===== src/rtl/decode_writeback_if.sv =====
// ---------------------------------------------------------------------------
// decode_writeback_if
// Bundles the signals between the decode/write-back stage and its neighbours
// in the sequential Y86-64 datapath.
//   From fetch   : icode, rA, rB
//   From execute : Cnd, valE
//   From memory  : valM
//   Control      : wb_en (instruction retires this cycle)
//   To execute   : srcA, srcB, dstE, dstM, valA, valB
// The master modport is the surrounding datapath; the slave modport is the
// decode/write-back stage itself.
// ---------------------------------------------------------------------------
interface decode_writeback_if;
  logic [3:0]  icode;
  logic [3:0]  rA;
  logic [3:0]  rB;
  logic        Cnd;
  logic [63:0] valE;
  logic [63:0] valM;
  logic        wb_en;
  logic [3:0]  srcA;
  logic [3:0]  srcB;
  logic [3:0]  dstE;
  logic [3:0]  dstM;
  logic [63:0] valA;
  logic [63:0] valB;

  modport master (
    output icode, rA, rB, Cnd, valE, valM, wb_en,
    input  srcA, srcB, dstE, dstM, valA, valB
  );

  modport slave (
    input  icode, rA, rB, Cnd, valE, valM, wb_en,
    output srcA, srcB, dstE, dstM, valA, valB
  );
endinterface


===== src/rtl/decode_writeback.sv =====
// ---------------------------------------------------------------------------
// decode_writeback
// Combined decode and write-back stage of the sequential Y86-64 processor.
// Holds the 15 x 64-bit architectural register file (%rax..%r14).
//   clk  : sole clock, register writes on the rising edge
//   rst  : asynchronous active-high reset, clears every register
//   bus  : decode_writeback_if.slave
//          inputs  icode/rA/rB/Cnd/valE/valM/wb_en
//          outputs srcA/srcB/dstE/dstM (register IDs, 0xF = none)
//                  valA/valB (combinational reads, 0 for ID 0xF)
// ---------------------------------------------------------------------------
module decode_writeback (
  input  logic                   clk,
  input  logic                   rst,
  decode_writeback_if.slave      bus
);

  localparam logic [3:0] RNONE = 4'hF;
  localparam logic [3:0] RRSP  = 4'h4;

  localparam logic [3:0] I_CMOVXX = 4'h2;
  localparam logic [3:0] I_IRMOVQ = 4'h3;
  localparam logic [3:0] I_RMMOVQ = 4'h4;
  localparam logic [3:0] I_MRMOVQ = 4'h5;
  localparam logic [3:0] I_OPQ    = 4'h6;
  localparam logic [3:0] I_CALL   = 4'h8;
  localparam logic [3:0] I_RET    = 4'h9;
  localparam logic [3:0] I_PUSHQ  = 4'hA;
  localparam logic [3:0] I_POPQ   = 4'hB;

  logic [63:0] r_regs [0:14];

  logic [3:0] w_srcA;
  logic [3:0] w_srcB;
  logic [3:0] w_dstE;
  logic [3:0] w_dstM;

  // Register ID selection. Any icode not listed (halt, nop, jXX, undefined)
  // leaves every ID at 0xF, which also suppresses reads and writes.
  always_comb begin
    w_srcA = RNONE;
    w_srcB = RNONE;
    w_dstE = RNONE;
    w_dstM = RNONE;
    case (bus.icode)
      I_CMOVXX: begin
        w_srcA = bus.rA;
        w_dstE = bus.Cnd ? bus.rB : RNONE;
      end
      I_IRMOVQ: w_dstE = bus.rB;
      I_RMMOVQ: begin
        w_srcA = bus.rA;
        w_srcB = bus.rB;
      end
      I_MRMOVQ: begin
        w_srcB = bus.rB;
        w_dstM = bus.rA;
      end
      I_OPQ: begin
        w_srcA = bus.rA;
        w_srcB = bus.rB;
        w_dstE = bus.rB;
      end
      I_CALL: begin
        w_srcB = RRSP;
        w_dstE = RRSP;
      end
      I_RET: begin
        w_srcA = RRSP;
        w_srcB = RRSP;
        w_dstE = RRSP;
      end
      I_PUSHQ: begin
        w_srcA = bus.rA;
        w_srcB = RRSP;
        w_dstE = RRSP;
      end
      I_POPQ: begin
        w_srcA = RRSP;
        w_srcB = RRSP;
        w_dstE = RRSP;
        w_dstM = bus.rA;
      end
      default: ;
    endcase
  end

  assign bus.srcA = w_srcA;
  assign bus.srcB = w_srcB;
  assign bus.dstE = w_dstE;
  assign bus.dstM = w_dstM;

  // Reads come straight from the current register contents with no bypass,
  // so an instruction reading its own destination sees the pre-edge value.
  assign bus.valA = (w_srcA == RNONE) ? 64'd0 : r_regs[w_srcA];
  assign bus.valB = (w_srcB == RNONE) ? 64'd0 : r_regs[w_srcB];

  // Write-back. The M port is written after the E port so that popq %rsp
  // leaves the popped value rather than the incremented stack pointer.
  always_ff @(posedge clk or posedge rst) begin
    if (rst) begin
      for (int i = 0; i < 15; i++) begin
        r_regs[i] <= 64'd0;
      end
    end else if (bus.wb_en) begin
      if (w_dstE != RNONE) begin
        r_regs[w_dstE] <= bus.valE;
      end
      if (w_dstM != RNONE) begin
        r_regs[w_dstM] <= bus.valM;
      end
    end
  end

endmodule

===== src/flat_wrapper.sv =====
// flat-port wrapper written by rule: the top's interface ports become plain ports
module decode_writeback_flat 
  (clk, rst, bus_icode, bus_rA, bus_rB, bus_Cnd, bus_valE, bus_valM, bus_wb_en, bus_srcA, bus_srcB, bus_dstE, bus_dstM, bus_valA, bus_valB);
  decode_writeback_if bus_i ();
  input  logic clk;
  input  logic rst;
  input wire logic [$bits(bus_i.icode)-1:0] bus_icode;
  input wire logic [$bits(bus_i.rA)-1:0] bus_rA;
  input wire logic [$bits(bus_i.rB)-1:0] bus_rB;
  input wire logic [$bits(bus_i.Cnd)-1:0] bus_Cnd;
  input wire logic [$bits(bus_i.valE)-1:0] bus_valE;
  input wire logic [$bits(bus_i.valM)-1:0] bus_valM;
  input wire logic [$bits(bus_i.wb_en)-1:0] bus_wb_en;
  output wire logic [$bits(bus_i.srcA)-1:0] bus_srcA;
  output wire logic [$bits(bus_i.srcB)-1:0] bus_srcB;
  output wire logic [$bits(bus_i.dstE)-1:0] bus_dstE;
  output wire logic [$bits(bus_i.dstM)-1:0] bus_dstM;
  output wire logic [$bits(bus_i.valA)-1:0] bus_valA;
  output wire logic [$bits(bus_i.valB)-1:0] bus_valB;
  assign bus_i.icode = bus_icode;
  assign bus_i.rA = bus_rA;
  assign bus_i.rB = bus_rB;
  assign bus_i.Cnd = bus_Cnd;
  assign bus_i.valE = bus_valE;
  assign bus_i.valM = bus_valM;
  assign bus_i.wb_en = bus_wb_en;
  assign bus_srcA = bus_i.srcA;
  assign bus_srcB = bus_i.srcB;
  assign bus_dstE = bus_i.dstE;
  assign bus_dstM = bus_i.dstM;
  assign bus_valA = bus_i.valA;
  assign bus_valB = bus_i.valB;
  decode_writeback u_core (.clk(clk), .rst(rst), .bus(bus_i));
endmodule

===== config.mk =====
export PLATFORM = sky130hd
export DESIGN_NAME = decode_writeback_flat
export DESIGN_NICKNAME = d
export VERILOG_FILES = /design/src/rtl/decode_writeback_if.sv /design/src/rtl/decode_writeback.sv /design/src/flat_wrapper.sv
export SDC_FILE = /design/constraint.sdc
export NUM_CORES = 2
export LEC_CHECK = 0
export ABC_AREA = 1
export BUFFER_PORTS_ARGS = -buffer_cell sky130_fd_sc_hd__buf_4
export CAP_MARGIN = 20
export CORE_UTILIZATION = 23
export CTS_CLUSTER_DIAMETER = 100
export DETAILED_ROUTE_END_ITERATION = 6
export HOLD_SLACK_MARGIN = 0.05
export SYNTH_ARGS = -nofsm -noshare
export SYNTH_HDL_FRONTEND = slang
export SYNTH_SLANG_ARGS = --single-unit

===== constraint.sdc =====
create_clock -name clk -period 38.2 [get_ports clk]
set_input_delay 0 -clock clk [delete_from_list [all_inputs] [get_ports clk]]
set_output_delay 0 -clock clk [all_outputs]
set_load 0.01 [all_outputs]

==> results.sh <==
export IMPL_fmax_ghz=0.184
export IMPL_rr_worst_depth=5
export IMPL_nNetsFinal=13100
export IMPL_reg2reg_slack_ps=36780
export IMPL_drv_cap=0
export IMPL_cts_sinks=960
export IMPL_pre_cts_slack_ps=33190
export IMPL_tightest_slew_ps=1290
export IMPL_crit_fanout=175
export IMPL_seq_area_frac_synth_pct=31.2
export IMPL_die_h_um=581
export IMPL_cts_max_path_buffers=3
export IMPL_largest_reg_flops=960
export IMPL_grt_ovfl_total=0
export IMPL_cts_tree="yes"
export IMPL_rr_endpoint="u_core.r_regs[159]$_DFFE_PP0P_"
export IMPL_start_util_pct=23.1
export IMPL_final_setup_viol_count=0
export IMPL_p_sw_uw=1480
export IMPL_leakage_uw=0.0447
export IMPL_tns_ps=0
export IMPL_syn_cell_area_sq_um=77100
export IMPL_gp_congestion=0.861
export IMPL_die_w_um=581
export IMPL_synth_area_leaders="dfrtp_1 (31%), nand2_1 (30%), nand3_1 (20%)"
export IMPL_clockRootBuffer="clkbuf_16"
export IMPL_cts_hold_buf=203
export IMPL_grt_pass1_vias=86800
export IMPL_portBuffers=287
export IMPL_slew_violations=0
export IMPL_min_to="u_core.r_regs[44]$_DFFE_PP0P_"
export IMPL_period_share_pct=14.2
export IMPL_grtUsageTotal_pct=23.9
export IMPL_grt_max_degree=240
export IMPL_total_power_uw=3710
export IMPL_clkPwrFrac_pct=31.4
export IMPL_post_cts_resized=0
export IMPL_antenna_found_initial=47
export IMPL_pwr_share_seq_pct=38.1
export IMPL_whs_path_depth=6
export IMPL_crit_path_end_kind="primary output"
export IMPL_cp_start_kind="input port"
export IMPL_synth_distinct_cells=22
export IMPL_min_delay_path_class="in2reg"
export IMPL_synth_common_cells="nand2_1 (6096), nand3_1 (3098), dfrtp_1 (960), a21oi_1 (711), clkbuf_1 (707)"
export IMPL_post_cts_buffers=0
export IMPL_holdWs_ps=136
export IMPL_synth_edf_count=0
export IMPL_timing_rr_start="u_core.r_regs[159]$_DFFE_PP0P_"
export IMPL_antenna_left=0
export IMPL_synth_ff_type="dfrtp_1"
export IMPL_syn_avg_cell_area_sq_um=5.75
export IMPL_routed_via_density=5.52
export IMPL_clkTransAtPathRegs_ps=70
export IMPL_power_density_nw_per_um2=42.3
export IMPL_drt_wl_total_um=423000
export IMPL_h_tree_depth=3
export IMPL_synth_top_cell_by_area="dfrtp_1"
export IMPL_largestRegisters="u_core.r_regs x960"
export IMPL_drt_iter0_drc=16500
export IMPL_worst_endpoint_required_ps=38200
export IMPL_cp_startpoint="bus_rA[0]"
export IMPL_outcome="finished, violations left"
export IMPL_num_io_pins=288
export IMPL_drive_above_1_share_pct=5.42
export IMPL_hpwl_um=221000
export IMPL_worstSkewPairLatency_ps=750
export IMPL_finalClockSkew_ps=0
export IMPL_hold_start="bus_valM[44]"
export IMPL_placed_cells=17100
export IMPL_num_vias=96600
export IMPL_synthArstFlopShare_pct=100
export IMPL_grt_setup_unrepaired="false"
export IMPL_slew_headroom_pct=14.2
export IMPL_drc=6
export IMPL_grt_first_pass_wirelength_um=610000
export IMPL_combPwrFrac_pct=30.5
export IMPL_min_period_ps=5440
export IMPL_post_drt_wl_per_cell_um=24.2
export IMPL_violations="DRC"
export IMPL_ys_warn_count=0
export IMPL_numCtsBuffers=109
export IMPL_top_register="u_core.r_regs"
export IMPL_die_area_sq_um=337000
export IMPL_final_cells=17500
export IMPL_yosysTopAreaCellShare_pct=31.2
export IMPL_hold_violations=0
export IMPL_yosysMostFrequentCell="nand2_1"
export IMPL_area_delta_synth_final_pct=13.7
export IMPL_firstDrtPassIters=7
export IMPL_core_rowCount=212
export IMPL_ys_ff_latch=960
export IMPL_swShare_pct=39.8
export IMPL_internal_power_uw=2230
export IMPL_core_sq_um=333000
export IMPL_max_vdd_ir_drop_mv=0.0403
export IMPL_synth_nets=13500
export IMPL_worstSetupPathType="in2out"
export IMPL_netlist_instances=13400
export IMPL_fin_ws_ps=32760
export IMPL_worstPathArrival_ps=5440
layout make-up:
class                           count  area (sq um)
Antenna cell                       11          27.5
Fill cell                       37100        246000
Clock inverter                     37           429
Inverter                          664          2610
Timing Repair Buffer              650          5610
Clock buffer                      163          3300
Multi-Input combinational cell  10600         46100
Tap cell                         4387          5490
Sequential cell                   960         24000
logic make-up after synthesis:
logic type	share of synthesized area [%]
simple gates	50.4
buf+inv	9.46
compound gates	8.94
flops	31.2
power groups by stage:
stage          sequential, uW  combinational, uW  clock (uW)
2_1_floorplan            1360                741           0
6_report                 1410               1130        1160
5_1_grt                  1440               1250        1200
3_3_place_gp             1420               1060           0
4_1_cts                  1400               1110        1160
3_5_place_dp             1420               1070           0
cell usage in the layout, fill, tap and decap left out:
cell type	count
buf_2	1
nor2_1	86
o21ai_4	5
buf_8	1
o21ai_2	1
a21oi_1	711
buf_4	428
nand3_2	1
clkinv_4	1
nand2_1	6069
o21ai_0	454
o21bai_1	66
diode_2	11
nor2_2	3
inv_4	15
o211ai_1	69
clkbuf_16	113
dfrtp_1	960
nand4_1	8
nor2_4	15
bufinv_16	9
inv_2	4
nand3_1	3097
o21ai_1	1
clkbuf_1	22
clkinvlp_4	6
clkinv_1	4
nand2_4	26
nand3_4	1
dlygate4sd3_1	203
buf_12	17
inv_1	630
nand2_2	3
clkbuf_8	28
clkinv_2	21
inv_8	11
worst max-delay path: stages:
cell	delay (ps)
dlygate4sd3_1	590
buf_4	160
nand2_2	50
buf_4	630
nand2_4	350
inv_8	850
buf_12	830
buf_4	810
nand2_1	130
nand3_1	110
nand3_1	90
nand2_1	120
nand2_1	50
nand2_1	250
buf_4	180
layer usage:
layer / global-route usage (%) / share of wire (%) / routed length (um) / up-vias
met5: 0.213 / 0.051 / 216 / -
met4: 12.9 / 6.2 / 26300 / 22
met3: 7.28 / 15 / 62400 / 1580
met2: 35.7 / 42 / 177000 / 7763
li1: - / - / - / 42400
met1: 30.7 / 37 / 157000 / 44800
stage by stage:
stage / util (%) / area, sq um
after floorplan: - / 77100
after global placement: 24.5 / 81800
after detailed placement: 24.5 / 81800
after CTS: 26.3 / 87600
after global routing: 26.3 / 87600
final: 26.3 / 87600
worst max path at each step:
stage	end	depth (start not counted)
CTS	bus_valA[14]	15
finish	bus_valA[14]	15
global route	bus_valA[15]	15
global placement	bus_valA[14]	16
floorplan	u_core.r_regs[0]$_DFFE_PP0P_	1
detailed placement	bus_valA[14]	16
Note: power is estimated with default switching activity, not from simulation.
